## src/rtl/traffic_phase_sequencer_pkg.sv

```systemverilog
// Shared types and constants for the intersection phase sequencer.
package traffic_phase_sequencer_pkg;

  typedef enum logic [1:0] {
    ST_INIT  = 2'd0,
    ST_RUN   = 2'd1,
    ST_NIGHT = 2'd2
  } state_e;

  // Lamp encoding {red, yellow, green}
  localparam logic [2:0] LAMP_RED = 3'b100;
  localparam logic [2:0] LAMP_YEL = 3'b010;
  localparam logic [2:0] LAMP_GRN = 3'b001;
  localparam logic [2:0] LAMP_OFF = 3'b000;

  localparam logic [1:0] PH_NS_G = 2'd0;
  localparam logic [1:0] PH_NS_Y = 2'd1;
  localparam logic [1:0] PH_EW_G = 2'd2;
  localparam logic [1:0] PH_EW_Y = 2'd3;

endpackage

```

## src/rtl/traffic_phase_sequencer_bin_to_bcd2.sv

```systemverilog
// Combinational binary to two-digit BCD; tens found by compare-subtract.
module bin_to_bcd2 #(
  parameter int unsigned BITS = 5
) (
  input  logic [BITS-1:0] bin_i,
  output logic [3:0]      tens_c_o,
  output logic [3:0]      ones_c_o
);

  localparam int unsigned W = (BITS > 7) ? BITS : 7;

  logic [W-1:0] val_c;
  logic [W-1:0] rem_c;

  // Largest multiple of ten not exceeding the input wins
  always_comb begin
    val_c    = W'(bin_i);
    rem_c    = val_c;
    tens_c_o = 4'd0;
    for (int unsigned t = 1; t <= 9; t++) begin
      if (val_c >= W'(10 * t)) begin
        tens_c_o = 4'(t);
        rem_c    = val_c - W'(10 * t);
      end
    end
    ones_c_o = 4'(rem_c);
  end

endmodule

```

## src/rtl/traffic_phase_sequencer.sv

```systemverilog
// Intersection phase sequencer: decodes the timer count/carry into lamps,
// walk signals and a BCD display, with night flashing and timer error check.
module traffic_phase_sequencer
  import traffic_phase_sequencer_pkg::*;
#(
  parameter int unsigned MOD       = 27,
  parameter int unsigned BITS      = 5,
  parameter int unsigned WARN_LEN  = 3,
  parameter int unsigned BLINK_DIV = 4
) (
  input  logic            clk,
  input  logic            reset,
  input  logic            night_mode,
  input  logic            hold_req,
  input  logic [BITS-1:0] count_in,
  input  logic [1:0]      carry_in,
  output logic            light_out_time,
  output logic            hold,
  output logic [2:0]      ns_light,
  output logic [2:0]      ew_light,
  output logic            walk_ns,
  output logic            walk_ew,
  output logic [3:0]      sec_tens,
  output logic [3:0]      sec_ones,
  output logic            phase_err
);

  localparam int unsigned BLINK_W = (BLINK_DIV > 1) ? $clog2(BLINK_DIV) : 1;
  localparam int unsigned TOP     = MOD - 1;

  state_e              state_q, state_d;
  logic [BITS-1:0]     cnt_q, cnt_p_q;
  logic [1:0]          car_q, car_p_q;
  logic [BLINK_W-1:0]  blink_q, blink_d;
  logic                flash_q, flash_d;
  logic                lo_q, lo_d, hold_q, hold_d;
  logic [2:0]          ns_q, ns_d, ew_q, ew_d;
  logic                wns_q, wns_d, wew_q, wew_d;
  logic [3:0]          tens_q, tens_d, ones_q, ones_d;
  logic                err_q, err_d;
  logic [3:0]          tens_c, ones_c;
  logic                wrap_c, cnt_bad_c, car_bad_c, chk_en_c, walk_c;

  bin_to_bcd2 #(.BITS(BITS)) u_bcd (
    .bin_i    (cnt_q),
    .tens_c_o (tens_c),
    .ones_c_o (ones_c)
  );

  // Next state; night request overrides every other exit
  always_comb begin
    state_d = state_q;
    unique case (state_q)
      ST_INIT:  if (!lo_q && (cnt_q != '0)) state_d = ST_RUN;
      ST_RUN:   if (cnt_q == '0) state_d = ST_INIT;
      ST_NIGHT: state_d = ST_INIT;
      default:  state_d = ST_INIT;
    endcase
    if (night_mode) state_d = ST_NIGHT;
  end

  // Outputs for the state being entered, built from the sampled timer values
  always_comb begin
    lo_d    = 1'b0;
    hold_d  = 1'b0;
    ns_d    = LAMP_RED;
    ew_d    = LAMP_RED;
    wns_d   = 1'b0;
    wew_d   = 1'b0;
    tens_d  = 4'd0;
    ones_d  = 4'd0;
    blink_d = '0;
    flash_d = 1'b1;

    wrap_c    = (32'(cnt_p_q) == 1) && (32'(cnt_q) == TOP);
    cnt_bad_c = (32'(cnt_q) > TOP) ||
                ((cnt_q > cnt_p_q) && !wrap_c) ||
                ((cnt_p_q > cnt_q) && ((cnt_p_q - cnt_q) > BITS'(1)));
    car_bad_c = (car_q != car_p_q) && ((car_q != (car_p_q + 2'd1)) || !wrap_c);
    // A repeated sample means the timer is frozen; nothing to judge
    chk_en_c  = (state_q == ST_RUN) && (state_d == ST_RUN) &&
                ({cnt_q, car_q} != {cnt_p_q, car_p_q});
    err_d     = err_q | (chk_en_c & (cnt_bad_c | car_bad_c));
    walk_c    = (32'(cnt_q) <= WARN_LEN) ? cnt_q[0] : 1'b1;

    unique case (state_d)
      ST_INIT: lo_d = (state_q != ST_INIT);
      ST_RUN: begin
        hold_d = hold_req;
        tens_d = tens_c;
        ones_d = ones_c;
        unique case (car_q)
          PH_NS_G: begin ns_d = LAMP_GRN; wew_d = walk_c; end
          PH_NS_Y: ns_d = LAMP_YEL;
          PH_EW_G: begin ew_d = LAMP_GRN; wns_d = walk_c; end
          PH_EW_Y: ew_d = LAMP_YEL;
          default: ns_d = LAMP_RED;
        endcase
      end
      ST_NIGHT: begin
        lo_d = 1'b1;
        if (state_q == ST_NIGHT) begin
          if (blink_q == BLINK_W'(BLINK_DIV - 1)) begin
            flash_d = ~flash_q;
          end else begin
            blink_d = blink_q + BLINK_W'(1);
            flash_d = flash_q;
          end
        end
        ns_d = flash_d ? LAMP_YEL : LAMP_OFF;
        ew_d = flash_d ? LAMP_RED : LAMP_OFF;
      end
      default: lo_d = 1'b1;
    endcase
  end

  always_ff @(posedge clk or posedge reset) begin
    if (reset) begin
      state_q <= ST_INIT;
      cnt_q   <= '0;
      cnt_p_q <= '0;
      car_q   <= 2'd0;
      car_p_q <= 2'd0;
      blink_q <= '0;
      flash_q <= 1'b1;
      lo_q    <= 1'b1;
      hold_q  <= 1'b0;
      ns_q    <= LAMP_RED;
      ew_q    <= LAMP_RED;
      wns_q   <= 1'b0;
      wew_q   <= 1'b0;
      tens_q  <= 4'd0;
      ones_q  <= 4'd0;
      err_q   <= 1'b0;
    end else begin
      state_q <= state_d;
      cnt_q   <= count_in;
      cnt_p_q <= cnt_q;
      car_q   <= carry_in;
      car_p_q <= car_q;
      blink_q <= blink_d;
      flash_q <= flash_d;
      lo_q    <= lo_d;
      hold_q  <= hold_d;
      ns_q    <= ns_d;
      ew_q    <= ew_d;
      wns_q   <= wns_d;
      wew_q   <= wew_d;
      tens_q  <= tens_d;
      ones_q  <= ones_d;
      err_q   <= err_d;
    end
  end

  assign light_out_time = lo_q;
  assign hold           = hold_q;
  assign ns_light       = ns_q;
  assign ew_light       = ew_q;
  assign walk_ns        = wns_q;
  assign walk_ew        = wew_q;
  assign sec_tens       = tens_q;
  assign sec_ones       = ones_q;
  assign phase_err      = err_q;

endmodule

```

## config.mk

```make
export PLATFORM = sky130hd
export DESIGN_NAME = traffic_phase_sequencer
export DESIGN_NICKNAME = d
export VERILOG_FILES = /design/src/rtl/traffic_phase_sequencer_pkg.sv /design/src/rtl/traffic_phase_sequencer_bin_to_bcd2.sv /design/src/rtl/traffic_phase_sequencer.sv
export SDC_FILE = /design/constraint.sdc
export NUM_CORES = 1
export LEC_CHECK = 0
export CORE_MARGIN = 1.5
export CORE_UTILIZATION = 25
export CTS_BUF_LIST = sky130_fd_sc_hd__clkbuf_8 sky130_fd_sc_hd__clkbuf_16
export DETAILED_ROUTE_END_ITERATION = 12
export GPL_TIMING_DRIVEN = 0
export PLACE_DENSITY = 0.55
export SLEW_MARGIN = 20
export SYNTH_ARGS = -nofsm -noshare
export SYNTH_HDL_FRONTEND = slang
export SYNTH_SLANG_ARGS = --single-unit
```

## constraint.sdc

```tcl
create_clock -name clk -period 3.5 [get_ports clk]
set_clock_uncertainty 0.2 [all_clocks]
set_input_delay 1.05 -clock clk [delete_from_list [all_inputs] [get_ports clk]]
set_output_delay 1.05 -clock clk [all_outputs]
set_load 0.05 [all_outputs]
```

==> results of run 1 <==
[report_power, final]
group / switching [uW] / internal (uW)
clock: 137 / 208
sequential: 15.2 / 434
combinational: 74.1 / 54.9
[synth_stat cells, drive strengths merged (2+ instances only)]
cell    number
nor3         7
a31oi        2
and2         3
inv         13
nor3b        2
ha          15
xnor2        4
nor2         9
o21ai        4
a31o         2
a21oi        4
a211oi       4
buf          2
nand2       10
dfstp        4
nand3        5
nor2b        4
dfrtp       32
and3         3
nand2b       4
a21boi       2
[through the flow]
step	setup TNS, ns	hold WS, ns	instance area (sq um)	setup WS (ns)	utilization [%]
3_5_place_dp	-0.139	0.236	2060	-0.139	31.9
3_3_place_gp	-0.140	0.226	2060	-0.140	31.9
5_1_grt	0	0.268	2170	0.0331	33.6
4_1_cts	0	0.246	2170	0.143	33.6
2_1_floorplan	0	0.212	1700	0.553	-
6_report	0	0.241	2170	0.161	33.6
[sequential cells by signal, indices dropped and copies added (netlist names)]
signal          cells
sec_tens            2
sec_ones            4
flash_q             1
ew_light            3
light_out_time      1
walk_ns             1
state_q             2
hold                1
cnt_p_q             5
ns_light            3
car_p_q             2
car_q               2
phase_err           1
walk_ew             1
blink_q             2
cnt_q               5
[worst min-delay path by stage]
stage               depth (start not counted)                 start                   end
floorplan                                   1  blink_q[0]$_DFF_PP0_  blink_q[0]$_DFF_PP0_
global placement                            1  blink_q[0]$_DFF_PP0_  blink_q[0]$_DFF_PP0_
detailed placement                          1  blink_q[0]$_DFF_PP0_  blink_q[0]$_DFF_PP0_
CTS                                         1  blink_q[0]$_DFF_PP0_  blink_q[0]$_DFF_PP0_
global route                                1  blink_q[0]$_DFF_PP0_  blink_q[0]$_DFF_PP0_
finish                                      1  blink_q[0]$_DFF_PP0_  blink_q[0]$_DFF_PP0_
[critical path, cell delays in order]
cell,delay [ns]
clkdlybuf4s50_1,0.44
or4_1,0.58
inv_1,0.10
ha_1,0.32
inv_2,0.13
a2111o_1,0.33
a311o_1,0.28
o211ai_1,0.09
[cell families (layout without fill, tap and decap cells)]
kind of cell / Yosys count / after routing / synth area share, %
other: 1 / 2 / 0.222
adder cells (fa/ha/maj): 16 / 16 / 12.3
buffers and inverters: 16 / 51 / 3.99
multiplexers: 1 / 1 / 0.591
AO/OA/AOI/OAI: 24 / 24 / 10.2
AND/OR/NAND/NOR: 53 / 53 / 16.6
XOR/XNOR: 5 / 5 / 2.59
flip-flops: 36 / 36 / 53.5
[per-layer routing]
layer  global-route usage (%)  share of wire, %  vias to the layer above
met5                        0                 0                        -
met4                     3.52              0.87                        0
met3                     3.02               5.9                        4
met2                     13.3                41                       38
met1                     13.8                52                      554
li1                         -                 -                      591
[layout by cell type, fill, tap and decap left out, types with 5 or more instances in the layout]
master / count
nand3_1: 5
ha_1: 15
inv_1: 10
dfrtp_1: 32
nor3_1: 7
nand2_1: 10
clkbuf_8: 5
clkdlybuf4s50_1: 27
nor2_1: 9
[area by class of cell]
class	instances	area [sq um]
timing repair buffer	27	270
tap	77	96.3
fill	667	4290
clock buffer	5	68.8
multi-input combinational	101	723
clock inverter	3	38.8
inverter	13	48.8
sequential	36	906
buffer	3	18.8
==> results.toml, run 1 <==
[sta]
tightest_slew_ns = 0.702
relSlewSlack_pct = 53.1
slew_viol_final = 0
rsz0062_at_grt = "no"
setup_viol = 0
finalHoldViolations = 0
max_freq_mhz = 300
fin_crit_sh_pct = 95.4
finalCriticalPeriod_ns = 3.34

[worst_setup_path]
crit_arrival_ns = 3.33
r2r-start = "cnt_q[2]$_DFF_PP0_"
start_kind = "input pin"
path_max_fanout = 8
required_ns = 3.49
r2r_slack_ns = 0.48
r2r_end = "phase_err$_DFF_PP0_"
cp-endpoint = "phase_err$_DFF_PP0_"
cp-end-kind = "register"
critPathKind = "in2reg"
rr_worst_depth = 10
crit_path_start = "night_mode"

[finish]
instances_no_fill = 265
num_antenna_cells = 0
final_nets = 214
syn_to_final_growth_pct = 28.2
final_layout_size_suffix_gt1_share_pct = 10.1

[detailed_routing]
ant_nets = 0
drc = 3
drt-total-wl_mm = 3.10
vias = 1187
wire_per_inst_um = 11.7
drtPass1Iterations = 8
drt-initial-drc-count = 41
avgViaCountPerCell = 4.48

[synthesis]
synth_top_cell_by_area = "dfrtp_1"
synth_edf_count = 0
netlist.area_leader.share_pct = 47.3
yosys_warnings = 0
synthTopCellsByArea = "dfrtp_1 47%, ha_1 11%, dfstp_2 6.2%"
synth.avg_cell_area_sq_um = 11.1
seq_area_frac_synth_pct = 53.5
syn_inst = 152
synth_cell_types = 42
synth_flop_cell = "dfrtp_1"
netlist_area_sq_um = 1690
ys_ff_latch = 36
async_flop_share_pct = 100

[floorplan]
die_h_um = 85.3
core_area_sq_um = 6460
die_w_um = 85.3
die-area_sq_um = 7270
rows = 29
pin_count = 30
start_util_pct = 26.2

[clocking]
cts.sinks = 36
clkLatencyLatePin_ns = 0.28
root_buffer = "clkbuf_8"
cts_tree = "built"
cts_setup_buffers = 0
hold_buffers = 0
cts_buffers = 5
clkTransAtPathRegs_ns = 0.07
clock_path_buffers = 2
h-tree-depth = 2
cts_resized = 0

[power]
ir_drop_uv = 266
total_power_uw = 923
p_leak_uw = 0.000968
p_per_area_nw_per_um2 = 425

[global_routing]
track_usage_pct = 9.54
grt_pass1_vias = 1186
grt-ovfl-total = 0
grt_pass1_wl_mm = 5.45
grt_max_degree = 37
antenna_found_initial = 0

[placement]
gp_congestion = 0.819
dpl.hpwl_mm = 2.35
placed_cells = 257
port_buffers = 27

[hold_path]
hp-class = "reg2reg"

[flow_run]
cap_violations = 0

[outcome]
failed_checks = "DRC"
status = "finished, violations left"
(Power assumes the default switching activity.)
==> run 2: changes to the inputs <==
--- a/config.mk
+++ b/config.mk
@@ -11,6 +11,7 @@
 export DETAILED_ROUTE_END_ITERATION = 12
 export GPL_TIMING_DRIVEN = 0
 export PLACE_DENSITY = 0.55
+export SKIP_LAST_GASP = 1
 export SLEW_MARGIN = 20
 export SYNTH_ARGS = -nofsm -noshare
 export SYNTH_HDL_FRONTEND = slang
==> results of run 2 <==
Final layout, timing and power as in run 1 (identical DEF).
